$ cat src/rtl/instr_fetch_pkg.sv
// Core-wide fetch definitions: the fetch FSM encoding, the NOP word and the
// MIPS opcode values that downstream control (and checking) keys on.
package instr_fetch_pkg;

  typedef enum logic [1:0] {
    BOOT = 2'd0,
    REQ  = 2'd1,
    EXEC = 2'd2
  } fetch_state_e;

  // SLL $0,$0,0 encodes as all zeros and is the architectural NOP
  localparam logic [31:0] NOP_INSTR = 32'h0000_0000;

  localparam logic [5:0] OP_RTYPE = 6'h00;
  localparam logic [5:0] OP_J     = 6'h02;
  localparam logic [5:0] OP_BEQ   = 6'h04;
  localparam logic [5:0] OP_BNE   = 6'h05;

  // Branch immediates are 16-bit two's complement word offsets
  function automatic logic [31:0] sign_ext16(input logic [15:0] imm);
    return {{16{imm[15]}}, imm};
  endfunction

endpackage

$ cat src/rtl/instr_fetch_next_pc.sv
// Next-PC arithmetic for the fetch stage: sequential, branch and jump targets
// plus the priority select. Purely combinational; all sums wrap modulo 2^32.
module next_pc_calc
  import instr_fetch_pkg::*;
(
  input  logic [31:0] pc_i,
  input  logic [25:0] instr_index_i,
  input  logic        pc_src_i,
  input  logic        jump_i,
  output logic [31:0] pc_plus4_o,
  output logic [31:0] next_pc_o
);

  logic [31:0] branch_target;
  logic [31:0] jump_target;

  assign pc_plus4_o = pc_i + 32'd4;

  // Branch offset counts words relative to the delay-slot address (pc + 4)
  assign branch_target = pc_plus4_o + (sign_ext16(instr_index_i[15:0]) << 2);

  // J-type keeps the 256 MB region of pc + 4 and replaces the low 28 bits
  assign jump_target = {pc_plus4_o[31:28], instr_index_i, 2'b00};

  // A jump overrides a simultaneously asserted branch-taken signal
  always_comb begin
    next_pc_o = pc_plus4_o;
    if (jump_i) begin
      next_pc_o = jump_target;
    end else if (pc_src_i) begin
      next_pc_o = branch_target;
    end
  end

endmodule

$ cat src/rtl/instr_fetch.sv
// Fetch stage of the MIPS core. Holds the PC, fetches one word at a time from
// instruction memory over req/ack, presents it to control for one EXEC cycle
// (longer while stalled) and then advances the PC from control's decision.
module instr_fetch
  import instr_fetch_pkg::*;
#(
  parameter logic [31:0] RESET_PC = 32'h0000_0000
) (
  input  logic        clk,
  input  logic        rst_n,
  output logic        imem_req,
  output logic [31:0] imem_addr,
  input  logic        imem_ack,
  input  logic [31:0] imem_rdata,
  input  logic        stall,
  input  logic        pc_src,
  input  logic        jump,
  output logic [31:0] instr,
  output logic [5:0]  opcode,
  output logic [5:0]  funct,
  output logic [31:0] pc,
  output logic [31:0] pc_plus4,
  output logic        instr_valid
);

  localparam logic [31:0] RESET_PC_ALIGNED = {RESET_PC[31:2], 2'b00};

  fetch_state_e state_q, state_d;
  logic [31:0]  pc_q, pc_d;
  logic [31:0]  instr_q, instr_d;
  logic         valid_q, valid_d;
  logic [31:0]  next_pc;

  next_pc_calc u_next_pc (
    .pc_i          (pc_q),
    .instr_index_i (instr_q[25:0]),
    .pc_src_i      (pc_src),
    .jump_i        (jump),
    .pc_plus4_o    (pc_plus4),
    .next_pc_o     (next_pc)
  );

  // The request is decoded from state so it drops the instant reset asserts
  assign imem_req    = (state_q == REQ);
  assign imem_addr   = {pc_q[31:2], 2'b00};
  assign pc          = pc_q;
  assign instr       = instr_q;
  assign instr_valid = valid_q;
  assign opcode      = instr_q[31:26];
  assign funct       = instr_q[5:0];

  // State and datapath registers; reset returns to BOOT at the aligned reset PC
  always_ff @(posedge clk or negedge rst_n) begin
    if (!rst_n) begin
      state_q <= BOOT;
      pc_q    <= RESET_PC_ALIGNED;
      instr_q <= NOP_INSTR;
      valid_q <= 1'b0;
    end else begin
      state_q <= state_d;
      pc_q    <= pc_d;
      instr_q <= instr_d;
      valid_q <= valid_d;
    end
  end

  // Fetch sequencing: one idle BOOT cycle, wait for ack, execute, advance PC
  always_comb begin
    state_d = state_q;
    pc_d    = pc_q;
    instr_d = instr_q;
    valid_d = valid_q;
    unique case (state_q)
      BOOT: begin
        state_d = REQ;
      end
      REQ: begin
        if (imem_ack) begin
          instr_d = imem_rdata;
          valid_d = 1'b1;
          state_d = EXEC;
        end
      end
      EXEC: begin
        if (!stall) begin
          pc_d    = next_pc;
          valid_d = 1'b0;
          state_d = REQ;
        end
      end
      default: begin
        state_d = BOOT;
        valid_d = 1'b0;
      end
    endcase
  end

endmodule
$ cat config.mk
export PLATFORM = sky130hd
export DESIGN_NAME = instr_fetch
export DESIGN_NICKNAME = d
export VERILOG_FILES = /design/src/rtl/instr_fetch_pkg.sv /design/src/rtl/instr_fetch_next_pc.sv /design/src/rtl/instr_fetch.sv
export SDC_FILE = /design/constraint.sdc
export NUM_CORES = 1
export LEC_CHECK = 0
export ABC_AREA = 0
export CORE_AREA = 2 2 129 94
export DETAILED_ROUTE_END_ITERATION = 10
export DIE_AREA = 0 0 131 96
export HOLD_SLACK_MARGIN = 0.05
export PLACE_DENSITY = 0.87
export SYNTH_ARGS = -nofsm -noshare
export SYNTH_HDL_FRONTEND = slang
export SYNTH_HIERARCHICAL = 1
export SYNTH_SLANG_ARGS = --single-unit
$ cat constraint.sdc
create_clock -name clk -period 11.2 [get_ports clk]
set_input_delay 2.24 -clock clk [delete_from_list [all_inputs] [get_ports clk]]
set_output_delay 2.24 -clock clk [all_outputs]
set_load 0.01 [all_outputs]
Word level (Yosys, flattened, before mapping)
Index checks and enable logic that the tools add are counted.

Add/sub/neg operators: 2. Eq/ne operators: 4. Mux-type cells: 8. Bitwise operators: 2. Reductions and logical operators: 5.

Operator list (number): two-way mux 32 bit (2); adder 32 x 3 -> 32 bit (second input constant) (1); adder 32 bit (1); case mux 2 bit (3 select lines) (1); AND reduction 2 bit (3); two-way mux 2 bit (2); case mux 1 bit (3 select lines) (1); AND reduction 3 bit (1); == test 2 x 1 -> 1 bit (second input constant) (1); == test 2 bit (second input constant) (1); zero test 2 bit (1); two-way mux 1 bit (2); != test 2 x 1 -> 1 bit (second input constant) (1); != test 2 bit (second input constant) (1); inverter 1 bit (2).

Register bits after elaboration: 67. Input port bits: 38.

Logic depth before layout (Yosys ltp)
Gate-level depths: netlist (run 1).

Depth after elaboration: 4. Mapped depth: 18. Depth with buffers taken out: 18.

Cells and area by module
The synthesis (run 1) kept the hierarchy.

Modules (own cells, without submodules): instr_fetch (times used 1, cells an instance 193, area an instance 2884.0 um^2, sequential area each 1676.6 um^2); next_pc_calc (times used 1, cells an instance 392, area an instance 2650.0 um^2, sequential area each 0.0 um^2).

Least setup slack after synthesis (run 1)
Ideal clock, no wire load.

Kind: register -> output. Start point: register pc_q[2] (netlist: pc[2]). End point: output port pc_plus4[28]. Data arrival time: 2.208 ns. Data required time: 8.960 ns. Path slack: 6.752 ns. Cell stages (with the launch flop): 8. Path buffers: 1. Cells stage by stage: dfrtp_1 ha_1 nand4_1 or3_1 or2_2 clkbuf_1 nor3_1 xor2_1.

Word-level cells in the longest chain between the ends: 1.

RTL lines: start: declaration (RTL line instr_fetch.sv:29) `logic [31:0] pc_q, pc_d;`; start signal: assignment (RTL line instr_fetch.sv:61) `pc_q <= pc_d;`; adder 32 x 3 -> 32 bit (RTL line instr_fetch_next_pc.sv:17) `assign pc_plus4_o = pc_i + 32'd4;`; end: declaration (RTL line instr_fetch.sv:22) `output logic [31:0] pc_plus4,`.

No other way between the ends.

Final worst setup path (run 1)
Ends and elaborated chain as after synthesis.

==> results of run 1 <==
[synthesized netlist by cell type, drive strengths merged, types with 2 or more instances]
library cell and count:
o221a 2, a2111oi 2, xnor2 26, nand2 42, clkbuf 14, inv 21, xor2 26, dfrtp 67
o221ai 2, o21ai 31, a21oi 39, a221oi 2, o31a 2, a31oi 4, buf 54, nand4 10
nand2b 5, o21a 3, a21o 19, ha 36, nor2b 6, o211ai 2, nor2 31, nand3b 3
mux2i 14, mux2 67, nor3 8, nand3 13, or3 2, and3 8, a211oi 7, o21bai 4
[worst max-delay path, stage by stage, from the launching register on]
cell,delay (ns)
sky130_fd_sc_hd__dfrtp_1,0.48
sky130_fd_sc_hd__ha_1,0.28
sky130_fd_sc_hd__nand4_1,0.21
sky130_fd_sc_hd__or3_1,0.48
sky130_fd_sc_hd__or2_2,0.38
sky130_fd_sc_hd__nor3_1,0.25
sky130_fd_sc_hd__xor2_1,0.29
sky130_fd_sc_hd__clkdlybuf4s50_1,0.60
[registers in the layout (all words and copies together), names as in the netlist]
signal and flops:
instr_valid 1, pc 32, instr 32, state_q 2
[layout make-up]
cell class / instances / area [um^2] / share of cell area
clock buffers: 10 / 229.0 / 0.03117
clock inverters: 5 / 55.05 / 0.007494
inverters: 22 / 82.58 / 0.01124
multi-input cells: 429 / 3302 / 0.4495
flip-flops and latches: 67 / 1677 / 0.2282
well taps: 157 / 196.4 / 0.02674
repair buffers: 182 / 1804 / 0.2456
[routing by layer]
layer  vias up  share of wire  GRT usage
met3        27          0.075    0.06670
met1      2373           0.43     0.3332
li1       2274              -          -
met5         -              0          0
met2       216           0.47     0.3899
met4         0          0.017    0.06383
[logic make-up after synthesis]
| family | synth area share |
|---|---|
| other | 0.0006776 |
| DFF | 0.3030 |
| and+or+nand+nor | 0.1155 |
| xor gates and xnor gates | 0.08230 |
| muxes | 0.1617 |
| buffers and inverters | 0.1011 |
| AOI/OAI and AO/OA | 0.1508 |
| adders and majority gates | 0.08501 |
[power by group through the flow]
stage	Sequential, mW	Combinational (mW)	Clock, mW
6_report	0.538	1.97	0.276
5_1_grt	0.558	2.12	0.290
3_3_place_gp	0.521	1.88	0
3_5_place_dp	0.536	1.93	0
2_1_floorplan	0.551	1.22	0
4_1_cts	0.535	1.95	0.281
[worst paths after layout]
path | cells past startpoint | startpoint | to | slack [ns]
max reg2reg | 16 | pc[2] | pc[31] | 6.41
max in group asynchronous | 2 | rst_n | instr[28] | 8.54
max | 7 | pc[2] | pc_plus4[28] | 5.67
min reg2reg | 1 | instr[16] | instr[16] | 0.53
min in group asynchronous | 2 | rst_n | instr[5] | 2.10
min | 1 | instr[16] | instr[16] | 0.53
==> impl_table.tex, run 1 <==
\begin{tabular}{lr}
\hline
Metric & Value \\
\hline
\multicolumn{2}{l}{\textbf{Setup path}} \\
\quad Category of the most critical setup path & flip-flop to output port \\
\quad Worst Path Max Fanout & 8 \\
\quad Arrival time of data at the critical path endpoint & 3.29 ns \\
\quad Endpoint type of the worst setup path & output port \\
\quad Critical path required time & approximately 9 ns \\
\quad Kind of start point of the critical path & flip-flop \\
\multicolumn{2}{l}{\textbf{STA}} \\
\quad Final worst path period need & roughly 5.5 ns \\
\quad Relative slew margins & 0.3814 \\
\quad Final Skew & between 0.005 and 0.006 ns \\
\quad Share of the cycle needed by the critical path after routing & 0.4940 \\
\quad Final worst hold slack & $\sim$0.53 ns \\
\quad Transition time at the pin with the least slew margin & slightly above 0.9 ns \\
\quad Post-Route Setup TNS & 0 ns \\
\quad Highest Clock Rate & 180.7 MHz \\
\quad RSZ-0062 raised after global routing & no \\
\quad Post-route setup slack & 5.667 ns \\
\quad Fin. Hold Viols & 0 \\
\quad Max-slew violation total from the final report & 0 \\
\quad Final setup violation count & 0 \\
\multicolumn{2}{l}{\textbf{Power}} \\
\quad Net switching power of the design & about 1.2 mW \\
\quad Switching share of power & 0.4474 \\
\quad IR Drop Worst-Case VDD & 0.2304 mV \\
\quad Combinational power share & 0.707 \\
\quad Flop pwr share & 0.193 \\
\quad LEAKAGE & 3.170 nW \\
\quad Power density over the cells & 378.6 nW/um\^{}2 \\
\quad Share of total power in the clock network & 0.099 \\
\quad Internal & 1.537 mW \\
\quad Total power of the final layout & about 2.8 mW \\
\multicolumn{2}{l}{\textbf{Global routing}} \\
\quad Pin count of the biggest net entering global routing & 68 \\
\quad Global-route wire length before repair & 24,010 um \\
\quad Number of antenna violations at the first check in global routing & 0 \\
\quad Vias in the first global route & around 4,600 \\
\quad Tot GR Track Use & 0.2456 \\
\quad Grt total ovfl & 0 \\
\multicolumn{2}{l}{\textbf{Yosys}} \\
\quad Async S/R FF share, synth & 1.000 \\
\quad Mean instance size in the synthesized netlist & 9.460 um\^{}2 \\
\quad Number of synthesized register bits & 67 \\
\quad Count of mapped cells out of synthesis & a little under 600 \\
\quad Leading post-synthesis cells by cell area & sky130\_fd\_sc\_hd\_\_dfrtp\_1, sky130\_fd\_sc\_hd\_\_mux2\_2, sky130\_fd\_sc\_hd\_\_ha\_1, sky130\_fd\_sc\_hd\_\_buf\_4, sky130\_fd\_sc\_hd\_\_xnor2\_1 \\
\quad Netlist area before placement & $\sim$5500 um\^{}2 \\
\quad Proportion of netlist area held by the largest area contributor & 0.3030 \\
\quad Primary flip-flop cell chosen by synthesis mapping & sky130\_fd\_sc\_hd\_\_dfrtp\_1 \\
\quad EDFF count, synth & 0 \\
\quad Yosys warning total & 6 \\
\quad Cell type with the largest total area after synthesis & sky130\_fd\_sc\_hd\_\_dfrtp\_1 \\
\quad Share of the yosys chip area belonging to registers & 0.3030 \\
\quad Synth unique cells & 55 \\
\multicolumn{2}{l}{\textbf{Clock tree}} \\
\quad CTS Hold Buffers Added & 0 \\
\quad Clock-pin slew on the worst setup and hold paths & approximately 0.060 ns \\
\quad Worst-skew pair later-pin latency & about 0.33 ns \\
\quad Clock net sink count & 67 \\
\quad Number of setup buffers added after CTS & 0 \\
\quad PostCTS Resize Cnt & 0 \\
\quad Number of CTS-inserted buffers & 9 \\
\quad Number of buffers between clock root and the deepest sink & 2 \\
\quad Total number of H-tree levels & 3 \\
\quad Cell at the root of the clock tree & sky130\_fd\_sc\_hd\_\_clkbuf\_16 \\
\quad CTS tree & yes \\
\multicolumn{2}{l}{\textbf{Drt}} \\
\quad Routed wire length & $\sim$16,000 um \\
\quad Iter 0 DRT Violations & just over 400 \\
\quad Detailed-route vias per instance & 5.608 \\
\quad Number of iterations in the first detailed-routing pass & 5 \\
\quad Post-detailed-route DRC marker count & 0 \\
\quad Remaining antenna violation count & 0 \\
\quad Overall via count from detail\_route & slightly below 5,000 \\
\quad Drt wl/cell & around 18 um \\
\multicolumn{2}{l}{\textbf{Die}} \\
\quad Number of placed I/O pins & 180 \\
\quad Vertical die dimension & about 96 um \\
\quad Die area & approximately 13,000 um\^{}2 \\
\quad Die width & approximately 130 um \\
\quad Standard cell core area & 11,350 um\^{}2 \\
\quad Total number of placement rows & 33 \\
\quad Initial Utilization & 0.4874 \\
\multicolumn{2}{l}{\textbf{Final layout}} \\
\quad Finished Core Util & 0.6469 \\
\quad Most frequent standard cell in the layout excluding fill and tap cells & sky130\_fd\_sc\_hd\_\_clkdlybuf4s50\_1 \\
\quad Synth-to-Final Area Change & 32.74\% \\
\quad Final non-filler cell area & 7346 um\^{}2 \\
\quad Number of non-filler instances in the completed layout & between 800 and 900 \\
\quad Fraction of final layout cells with drive strength greater than 1 & 0.1399 \\
\quad Filler instances & $\sim$880 \\
\quad Antenna diode count & 0 \\
\quad Commonest non-fill, non-tap cells in the layout & sky130\_fd\_sc\_hd\_\_clkdlybuf4s50\_1, sky130\_fd\_sc\_hd\_\_dfrtp\_1, sky130\_fd\_sc\_hd\_\_mux2\_2 \\
\quad NumNets Final & between 700 and 800 \\
\multicolumn{2}{l}{\textbf{Outcome}} \\
\quad Result of the run & complete, no violations \\
\multicolumn{2}{l}{\textbf{Hold path}} \\
\quad Worst hold-check path type & flip-flop to flip-flop \\
\multicolumn{2}{l}{\textbf{Place}} \\
\quad Quantity of I/O buffers inserted on ports & between 150 and 200 \\
\quad Dpl cells & between 800 and 900 \\
\quad Setup slack after placement & just over 6 ns \\
\quad Final Wtd Congestion & approximately 0.90 \\
\quad DP HPWL & between 10,000 and 15,000 um \\
\quad Area of placed instances & 7062 um\^{}2 \\
\multicolumn{2}{l}{\textbf{Job}} \\
\quad Count of maximum capacitance violations & 0 \\
\hline
\end{tabular}
No activity file was read; power rests on OpenSTA's default activity.
==> inputs of run 2 (changes only) <==
Settings changed: CORE_AREA 2 2 129 94 to 2 2 132 95, DIE_AREA 0 0 131 96 to 0 0 134 97, PLACE_DENSITY 0.87 to 0.85.
Clock period 11.2 ns to 5.2 ns, I/O delays scaled along.
==> run 2 against run 1 <==
Cell area increased by 0.17%. Register-to-register slack got worse by 5.8 ns. Clock skew grew 0.0024 ns. Die area up 3.4%. Routed wire length increased by 0.65%. Clock power increased by 130%. Hold slack improved by 0.0047 ns. Critical path type is now flip-flop to flip-flop. Largest cell class unchanged.
==> impl_table.tex, run 2 (synthesis results as in run 1) <==
\begin{tabular}{lr}
\hline
Metric & Value \\
\hline
\multicolumn{2}{l}{\textbf{Outcome}} \\
\quad Result of the run & complete, no violations \\
\multicolumn{2}{l}{\textbf{Place}} \\
\quad Final Wtd Congestion & 0.9388 (+4.3\%) \\
\quad DP HPWL & 11,830 um (+2.0\%) \\
\quad Quantity of I/O buffers inserted on ports & 177 (unchanged) \\
\multicolumn{2}{l}{\textbf{Hold path}} \\
\quad Number of cells traversed by the worst hold path & 1 (unchanged) \\
\quad Worst hold-check path type & flip-flop to flip-flop \\
\multicolumn{2}{l}{\textbf{Die}} \\
\quad Initial Utilization & 0.4770 (-0.01041) \\
\quad Total number of placement rows & 33 (unchanged) \\
\quad Die width & 134 um (+2.3\%) \\
\quad Standard cell core area & 11,600 um\^{}2 (+2.2\%) \\
\quad Vertical die dimension & 97 um (+1.0\%) \\
\quad Die area & 13,000 um\^{}2 (+3.4\%) \\
\quad Number of placed I/O pins & 180 (unchanged) \\
\multicolumn{2}{l}{\textbf{Final layout}} \\
\quad Most frequent standard cell in the layout excluding fill and tap cells & sky130\_fd\_sc\_hd\_\_clkdlybuf4s50\_1 \\
\quad Fraction of final layout cells with drive strength greater than 1 & 0.1399 (unchanged) \\
\quad Antenna diode count & 0 (unchanged) \\
\quad Commonest non-fill, non-tap cells in the layout & sky130\_fd\_sc\_hd\_\_clkdlybuf4s50\_1, sky130\_fd\_sc\_hd\_\_dfrtp\_1, sky130\_fd\_sc\_hd\_\_mux2\_2 \\
\quad NumNets Final & 785 (-0.13\%) \\
\quad Synth-to-Final Area Change & 32.96\% \\
\multicolumn{2}{l}{\textbf{Clock tree}} \\
\quad Total number of H-tree levels & 3 (unchanged) \\
\quad Number of setup buffers added after CTS & 0 (unchanged) \\
\quad Clock-pin slew on the worst setup and hold paths & 0.06 ns (about the same) \\
\quad CTS tree & yes \\
\quad Cell at the root of the clock tree & sky130\_fd\_sc\_hd\_\_clkbuf\_16 \\
\quad Number of CTS-inserted buffers & 9 (unchanged) \\
\quad PostCTS Resize Cnt & 0 (unchanged) \\
\quad Clock net sink count & 67 (unchanged) \\
\quad CTS Hold Buffers Added & 0 (unchanged) \\
\quad Worst-skew pair later-pin latency & 0.33 ns (about the same) \\
\quad Number of buffers between clock root and the deepest sink & 2 (unchanged) \\
\multicolumn{2}{l}{\textbf{STA}} \\
\quad Highest Clock Rate & 217.6 MHz \\
\quad Post-Route Setup TNS & 0 ns (unchanged) \\
\quad Fin. Hold Viols & 0 (unchanged) \\
\quad Max-slew violation total from the final report & 0 (unchanged) \\
\quad Final worst path period need & 4.596 ns \\
\quad RSZ-0062 raised after global routing & no \\
\quad Relative slew margins & 0.3341 (-0.04729) \\
\quad Transition time at the pin with the least slew margin & 0.9935 ns (+0.07055 ns) \\
\quad Final setup violation count & 0 (unchanged) \\
\quad Share of the cycle needed by the critical path after routing & 0.8839 \\
\quad Final Skew & 0.007422 ns (+0.002398 ns) \\
\multicolumn{2}{l}{\textbf{Global routing}} \\
\quad Grt total ovfl & 0 (unchanged) \\
\quad Global-route wire length before repair & 25,170 um (+4.8\%) \\
\quad Tot GR Track Use & 0.2411 (-0.004526) \\
\quad Pin count of the biggest net entering global routing & 68 (unchanged) \\
\quad Vias in the first global route & 4,843 (+4.5\%) \\
\quad Number of antenna violations at the first check in global routing & 0 (unchanged) \\
\multicolumn{2}{l}{\textbf{Power}} \\
\quad LEAKAGE & 3.181 nW (+0.34\%) \\
\quad Total power of the final layout & 6.012 mW (+120\%) \\
\quad Power density over the cells & 817.0 nW/um\^{}2 (+120\%) \\
\quad IR Drop Worst-Case VDD & 0.4342 mV (+88\%) \\
\multicolumn{2}{l}{\textbf{Setup path}} \\
\quad Arrival time of data at the critical path endpoint & 4.81 ns (+1.52 ns) \\
\quad Worst Path Max Fanout & 8 (unchanged) \\
\quad Kind of start point of the critical path & flip-flop \\
\quad Endpoint type of the worst setup path & flip-flop \\
\quad Critical path required time & 5.41 ns (-3.55 ns) \\
\quad Category of the most critical setup path & flip-flop to flip-flop \\
\quad Worst reg-to-reg path cell count & 16 (unchanged) \\
\quad Reg2Reg Setup Slack & 0.60 ns (-5.81 ns) \\
\multicolumn{2}{l}{\textbf{Job}} \\
\quad Count of maximum capacitance violations & 0 (unchanged) \\
\multicolumn{2}{l}{\textbf{Drt}} \\
\quad Drt wl/cell & 18.10 um (+0.65\%) \\
\quad Remaining antenna violation count & 0 (unchanged) \\
\quad Detailed-route vias per instance & 5.588 (-0.35\%) \\
\quad Routed wire length & 15,780 um (+0.65\%) \\
\quad Iter 0 DRT Violations & 485 (+20\%) \\
\quad Overall via count from detail\_route & 4,873 (-0.35\%) \\
\quad Post-detailed-route DRC marker count & 0 (unchanged) \\
\quad Number of iterations in the first detailed-routing pass & 4 (-1) \\
\hline
\end{tabular}
run 2: power by group:
part	total (mW)	switching (mW)	internal (mW)	leakage (nW)
clock network	0.627	0.240	0.387	0.150
logic	4.21	2.05	2.16	2.23
registers	1.18	0.400	0.778	0.801
run 2: routing by layer:
layer  wire (um)  global-route usage  vias to the layer above
li1            -                   -                     2271
met1        7015              0.3286                     2369
met2        7526              0.3878                      217
met3        1107             0.05556                       16
met4         131             0.05810                        0
met5           0                   0                        -
run 2: metrics by stage:
step,utilization,hold WS [ns],cells,area [um^2],setup slack [ns]
after CTS,0.6342,0.5410,872,7358,0.6574
final,0.6342,0.5364,872,7358,0.6036
after floorplan,-,0.5152,586,5538,0.9999
after global routing,0.6342,0.5593,872,7358,0.3131
after detailed placement,0.6080,0.5280,856,7054,0.7327
after global placement,0.6080,0.5132,856,7054,0.8957
run 2: area by class of cell:
type | instances | area (um^2)
multi-input combinational | 429 | 3302
sequential | 67 | 1677
tap | 157 | 196.4
fill | 910 | 4244
inverter | 22 | 82.58
clock buffer | 11 | 242.7
clock inverter | 5 | 61.31
timing repair buffer | 181 | 1797
run 2: worst max-delay path, cell delays in order, from the launching register on:
cell and delay, ns:
sky130_fd_sc_hd__dfrtp_1 0.47, sky130_fd_sc_hd__ha_1 0.27, sky130_fd_sc_hd__nand4_1 0.20, sky130_fd_sc_hd__or3_1 0.47
sky130_fd_sc_hd__or2_2 0.37, sky130_fd_sc_hd__xnor2_1 0.18, sky130_fd_sc_hd__ha_1 0.43, sky130_fd_sc_hd__and3_1 0.21
sky130_fd_sc_hd__o221ai_1 0.10, sky130_fd_sc_hd__o21ai_0 0.32, sky130_fd_sc_hd__o211ai_1 0.16, sky130_fd_sc_hd__a31oi_1 0.32
sky130_fd_sc_hd__a31oi_1 0.19, sky130_fd_sc_hd__a21oi_1 0.20, sky130_fd_sc_hd__mux2i_1 0.24, sky130_fd_sc_hd__xor2_1 0.09
sky130_fd_sc_hd__mux2_2 0.27
run 2: final timing paths:
kind | start | end
setup / recovery | pc[2] | pc[31]
hold / removal | instr[30] | instr[30]
setup reg to reg | pc[2] | pc[31]
hold reg to reg | instr[30] | instr[30]
max in group asynchronous | rst_n | pc[26]
min in group asynchronous | rst_n | instr[5]
==> inputs of run 3 (changes only) <==
Settings changed: CORE_AREA 2 2 132 95 to 2 2 151 109, DIE_AREA 0 0 134 97 to 0 0 153 111, PLACE_DENSITY 0.85 to 0.68, SYNTH_HIERARCHICAL 1 to unset.
==> run 3 against run 2 <==
Via count grew 6.7%. Clock skew is essentially flat. Clock power shrank 11%. Synthesized area shrank 0.29%. Critical path depth shrank 8. Synthesized cell count grew 8.2%. Hold slack lost 0.0098 ns. Routed wire length grew 9.8%. Register-to-register slack gained 0.46 ns. First-iteration DRC count shrank 4.5%. Largest cell class unchanged.
==> impl_table.tex, run 3 <==
\begin{tabular}{lr}
\hline
Metric & Value \\
\hline
\multicolumn{2}{l}{\textbf{Outcome}} \\
\quad Result of the run & complete, no violations \\
\multicolumn{2}{l}{\textbf{STA}} \\
\quad Post-Route Setup TNS & 0 ns (unchanged) \\
\quad Final setup violation count & 0 (unchanged) \\
\quad Final worst hold slack & 0.5266 ns (-0.009761 ns) \\
\quad Transition time at the pin with the least slew margin & 1.001 ns (+0.007128 ns) \\
\quad Relative slew margins & 0.3322 (-0.001911) \\
\quad RSZ-0062 raised after global routing & no \\
\quad Final worst path period need & 4.298 ns (-0.2984 ns) \\
\quad Final Skew & 0.007207 ns (-0.0002146 ns) \\
\quad Highest Clock Rate & 232.7 MHz (+6.9\%) \\
\quad Max-slew violation total from the final report & 0 (unchanged) \\
\quad Share of the cycle needed by the critical path after routing & 0.8266 (-0.05738) \\
\quad Fin. Hold Viols & 0 (unchanged) \\
\multicolumn{2}{l}{\textbf{Global routing}} \\
\quad Pin count of the biggest net entering global routing & 46 (-32\%) \\
\quad Global-route wire length before repair & 27,260 um (+8.3\%) \\
\quad Tot GR Track Use & 0.2010 (-0.04005) \\
\quad Vias in the first global route & 4,882 (+0.81\%) \\
\quad Number of antenna violations at the first check in global routing & 0 (unchanged) \\
\quad Grt total ovfl & 0 (unchanged) \\
\multicolumn{2}{l}{\textbf{Setup path}} \\
\quad Worst path bufs/invs & 1 (+1) \\
\quad Endpoint type of the worst setup path & output port \\
\quad Arrival time of data at the critical path endpoint & 3.26 ns (-1.55 ns) \\
\quad Category of the most critical setup path & flip-flop to output port \\
\quad Kind of start point of the critical path & flip-flop \\
\quad Worst Path Max Fanout & 6 (-2) \\
\quad Master of the slowest instance on the critical path & sky130\_fd\_sc\_hd\_\_clkdlybuf4s50\_1 \\
\quad Critical path required time & 4.16 ns (-1.25 ns) \\
\quad Cell Chain, Critical Path & ha\_1 -> nand4\_1 -> nor2\_1 -> nand2\_1 -> nor2\_1 -> nand2\_1 -> xnor2\_1 -> clkdlybuf4s50\_1 \\
\quad Largest stage delay on the critical path & 0.61 ns (+0.14 ns) \\
\quad Family with the most delay on the worst path & simple AND/OR/NAND/NOR gates \\
\multicolumn{2}{l}{\textbf{Drt}} \\
\quad Post-detailed-route DRC marker count & 0 (unchanged) \\
\quad Drt wl/cell & 17.98 um (-0.64\%) \\
\quad Iter 0 DRT Violations & 463 (-4.5\%) \\
\quad Remaining antenna violation count & 0 (unchanged) \\
\quad Routed wire length & 17,330 um (+9.8\%) \\
\quad Detailed-route vias per instance & 5.395 (-3.5\%) \\
\quad Number of iterations in the first detailed-routing pass & 4 (unchanged) \\
\quad Overall via count from detail\_route & 5,201 (+6.7\%) \\
\multicolumn{2}{l}{\textbf{Yosys}} \\
\quad Mean instance size in the synthesized netlist & 8.717 um\^{}2 (-7.9\%) \\
\quad Async S/R FF share, synth & 1.000 (unchanged) \\
\quad Yosys warning total & 0 (-6) \\
\quad Cell type with the largest total area after synthesis & sky130\_fd\_sc\_hd\_\_dfrtp\_1 \\
\quad Number of synthesized register bits & 65 (-3.0\%) \\
\quad EDFF count, synth & 0 (unchanged) \\
\quad Most frequent cell after synthesis & sky130\_fd\_sc\_hd\_\_dfrtp\_1 \\
\quad Share of the yosys chip area belonging to registers & 0.2948 (-0.008177) \\
\quad Synth unique cells & 73 (+33\%) \\
\quad Count of mapped cells out of synthesis & 633 (+8.2\%) \\
\quad Leading post-synthesis cells by cell area & sky130\_fd\_sc\_hd\_\_dfrtp\_1, sky130\_fd\_sc\_hd\_\_ha\_1, sky130\_fd\_sc\_hd\_\_mux2\_2, sky130\_fd\_sc\_hd\_\_buf\_4, sky130\_fd\_sc\_hd\_\_xnor2\_1 \\
\quad Proportion of netlist area held by the largest area contributor & 0.2948 (-0.008177) \\
\quad Primary flip-flop cell chosen by synthesis mapping & sky130\_fd\_sc\_hd\_\_dfrtp\_1 \\
\quad Ranking of synthesized cells by instance count & sky130\_fd\_sc\_hd\_\_dfrtp\_1, sky130\_fd\_sc\_hd\_\_nand2\_1, sky130\_fd\_sc\_hd\_\_nor2\_1 \\
\quad Netlist area before placement & 5518 um\^{}2 (-0.29\%) \\
\multicolumn{2}{l}{\textbf{Final layout}} \\
\quad Commonest non-fill, non-tap cells in the layout & sky130\_fd\_sc\_hd\_\_clkdlybuf4s50\_1, sky130\_fd\_sc\_hd\_\_dfrtp\_1, sky130\_fd\_sc\_hd\_\_nand2\_1 \\
\quad Fraction of final layout cells with drive strength greater than 1 & 0.09223 (-0.04763) \\
\quad Antenna diode count & 0 (unchanged) \\
\quad Synth-to-Final Area Change & 33.17\% \\
\quad Area of combinational cells with multiple inputs & 3382 um\^{}2 (+2.4\%) \\
\quad Final non-filler cell area & 7348 um\^{}2 (-0.14\%) \\
\quad Filler instances & 1,555 (+71\%) \\
\quad Max reg flops & 32 \\
\quad Area used by sequential logic in the layout & 1627 um\^{}2 (-3.0\%) \\
\quad NumNets Final & 830 (+5.7\%) \\
\quad Most frequent standard cell in the layout excluding fill and tap cells & sky130\_fd\_sc\_hd\_\_clkdlybuf4s50\_1 \\
\multicolumn{2}{l}{\textbf{Power}} \\
\quad IR Drop Worst-Case VDD & 0.3125 mV (-28\%) \\
\quad Total power of the final layout & 5.734 mW (-4.6\%) \\
\quad Power density over the cells & 780.3 nW/um\^{}2 (-4.5\%) \\
\quad LEAKAGE & 3.119 nW (-1.9\%) \\
\multicolumn{2}{l}{\textbf{Clock tree}} \\
\quad Clock-pin slew on the worst setup and hold paths & 0.06 ns (about the same) \\
\quad CTS tree & yes \\
\quad CTS Hold Buffers Added & 0 (unchanged) \\
\quad Cell at the root of the clock tree & sky130\_fd\_sc\_hd\_\_clkbuf\_16 \\
\quad PostCTS Resize Cnt & 0 (unchanged) \\
\quad Number of CTS-inserted buffers & 9 (unchanged) \\
\quad Worst-skew pair later-pin latency & 0.33 ns (about the same) \\
\quad Number of buffers between clock root and the deepest sink & 2 (unchanged) \\
\quad Number of setup buffers added after CTS & 0 (unchanged) \\
\quad Total number of H-tree levels & 3 (unchanged) \\
\quad Clock net sink count & 65 (-3.0\%) \\
\multicolumn{2}{l}{\textbf{Die}} \\
\quad Vertical die dimension & 111 um (+14\%) \\
\quad Die area & 16,980 um\^{}2 (+31\%) \\
\quad Standard cell core area & 15,760 um\^{}2 (+36\%) \\
\quad Initial Utilization & 0.3501 (-0.1269) \\
\quad Number of placed I/O pins & 180 (unchanged) \\
\quad Die width & 153 um (+14\%) \\
\quad Total number of placement rows & 39 (+18\%) \\
\multicolumn{2}{l}{\textbf{Job}} \\
\quad Count of maximum capacitance violations & 0 (unchanged) \\
\multicolumn{2}{l}{\textbf{Place}} \\
\quad Quantity of I/O buffers inserted on ports & 173 (-2.3\%) \\
\quad Area of placed instances & 7086 um\^{}2 (+0.44\%) \\
\quad Final Wtd Congestion & 0.9636 (+2.6\%) \\
\quad DP HPWL & 13,170 um (+11\%) \\
\multicolumn{2}{l}{\textbf{Hold path}} \\
\quad Worst hold-check path type & flip-flop to flip-flop \\
\hline
\end{tabular}
[run 3: changes by cell type after synthesis, moves of 5 or more]
cell	delta
sky130_fd_sc_hd__o21ai_1	+10
sky130_fd_sc_hd__inv_1	-13
sky130_fd_sc_hd__o22ai_1	+7
sky130_fd_sc_hd__buf_1	+5
sky130_fd_sc_hd__mux2_2	-32
sky130_fd_sc_hd__nand2_1	+19
sky130_fd_sc_hd__nor2_1	+20
sky130_fd_sc_hd__a21oi_1	+9
sky130_fd_sc_hd__mux2i_1	-9
sky130_fd_sc_hd__nand2b_1	-5
[run 3: power by group]
| group | switching [mW] | internal [mW] |
|---|---|---|
| clock network | 0.239 | 0.319 |
| registers | 0.401 | 0.751 |
| logic | 2.01 | 2.01 |
[run 3: worst paths after layout]
path	cells after the start	slack, ns	endpoint	from
setup / recovery	8	0.90	pc_plus4[30]	pc[2]
hold / removal	1	0.53	instr[29]	instr[29]
setup reg to reg	15	1.06	pc[31]	pc[2]
hold reg to reg	1	0.53	instr[29]	instr[29]
max in group asynchronous	2	3.49	pc[27]	rst_n
min in group asynchronous	1	0.73	instr[6]	rst_n
[run 3: logic make-up after synthesis]
logic type,count (synthesis),share of synthesized area
AO/OA/AOI/OAI,167,0.1952
AND/OR/NAND/NOR,188,0.1673
buffers and inverters,85,0.09773
flip-flops,65,0.2948
other,1,0.0006796
XOR/XNOR,52,0.08254
adder cells (fa/ha/maj),37,0.08526
multiplexers,38,0.07642
[run 3: layout make-up]
class | instances | share of cell area
tap | 205 | 0.03491
inverter | 11 | 0.005619
multi-input combinational | 488 | 0.4602
timing repair buffer | 180 | 0.2421
clock buffer | 10 | 0.03116
clock inverter | 5 | 0.004597
sequential | 65 | 0.2214
[run 3: metrics by stage]
stage | instances | util | setup slack [ns]
6_report | 964 | 0.4662 | 0.9019
5_1_grt | 964 | 0.4662 | 0.6166
4_1_cts | 964 | 0.4662 | 0.8641
3_5_place_dp | 949 | 0.4496 | 1.153
3_3_place_gp | 949 | 0.4496 | 1.265
2_1_floorplan | 638 | - | 1.573
[run 3: routing by layer]
layer / GRT usage / vias up / wire length [um]
met5: 0 / - / 0
met4: 0.04444 / 0 / 194
met3: 0.05590 / 16 / 1318
met2: 0.2837 / 218 / 7205
met1: 0.3031 / 2490 / 8614
li1: - / 2477 / -
[run 3: worst reg2reg max path, cell delays in order (launching register included)]
cell                       delay [ns]
sky130_fd_sc_hd__dfrtp_1         0.43
sky130_fd_sc_hd__ha_1            0.29
sky130_fd_sc_hd__nand4_1         0.17
sky130_fd_sc_hd__nor2_1          0.34
sky130_fd_sc_hd__nand2_1         0.20
sky130_fd_sc_hd__nor2_1          0.17
sky130_fd_sc_hd__xor2_1          0.33
sky130_fd_sc_hd__ha_1            0.39
sky130_fd_sc_hd__a21oi_1         0.25
sky130_fd_sc_hd__o21ai_0         0.14
sky130_fd_sc_hd__a31oi_1         0.24
sky130_fd_sc_hd__a21oi_1         0.14
sky130_fd_sc_hd__or3_1           0.39
sky130_fd_sc_hd__a221oi_2        0.34
sky130_fd_sc_hd__a41o_1          0.13
sky130_fd_sc_hd__nand4_1         0.06
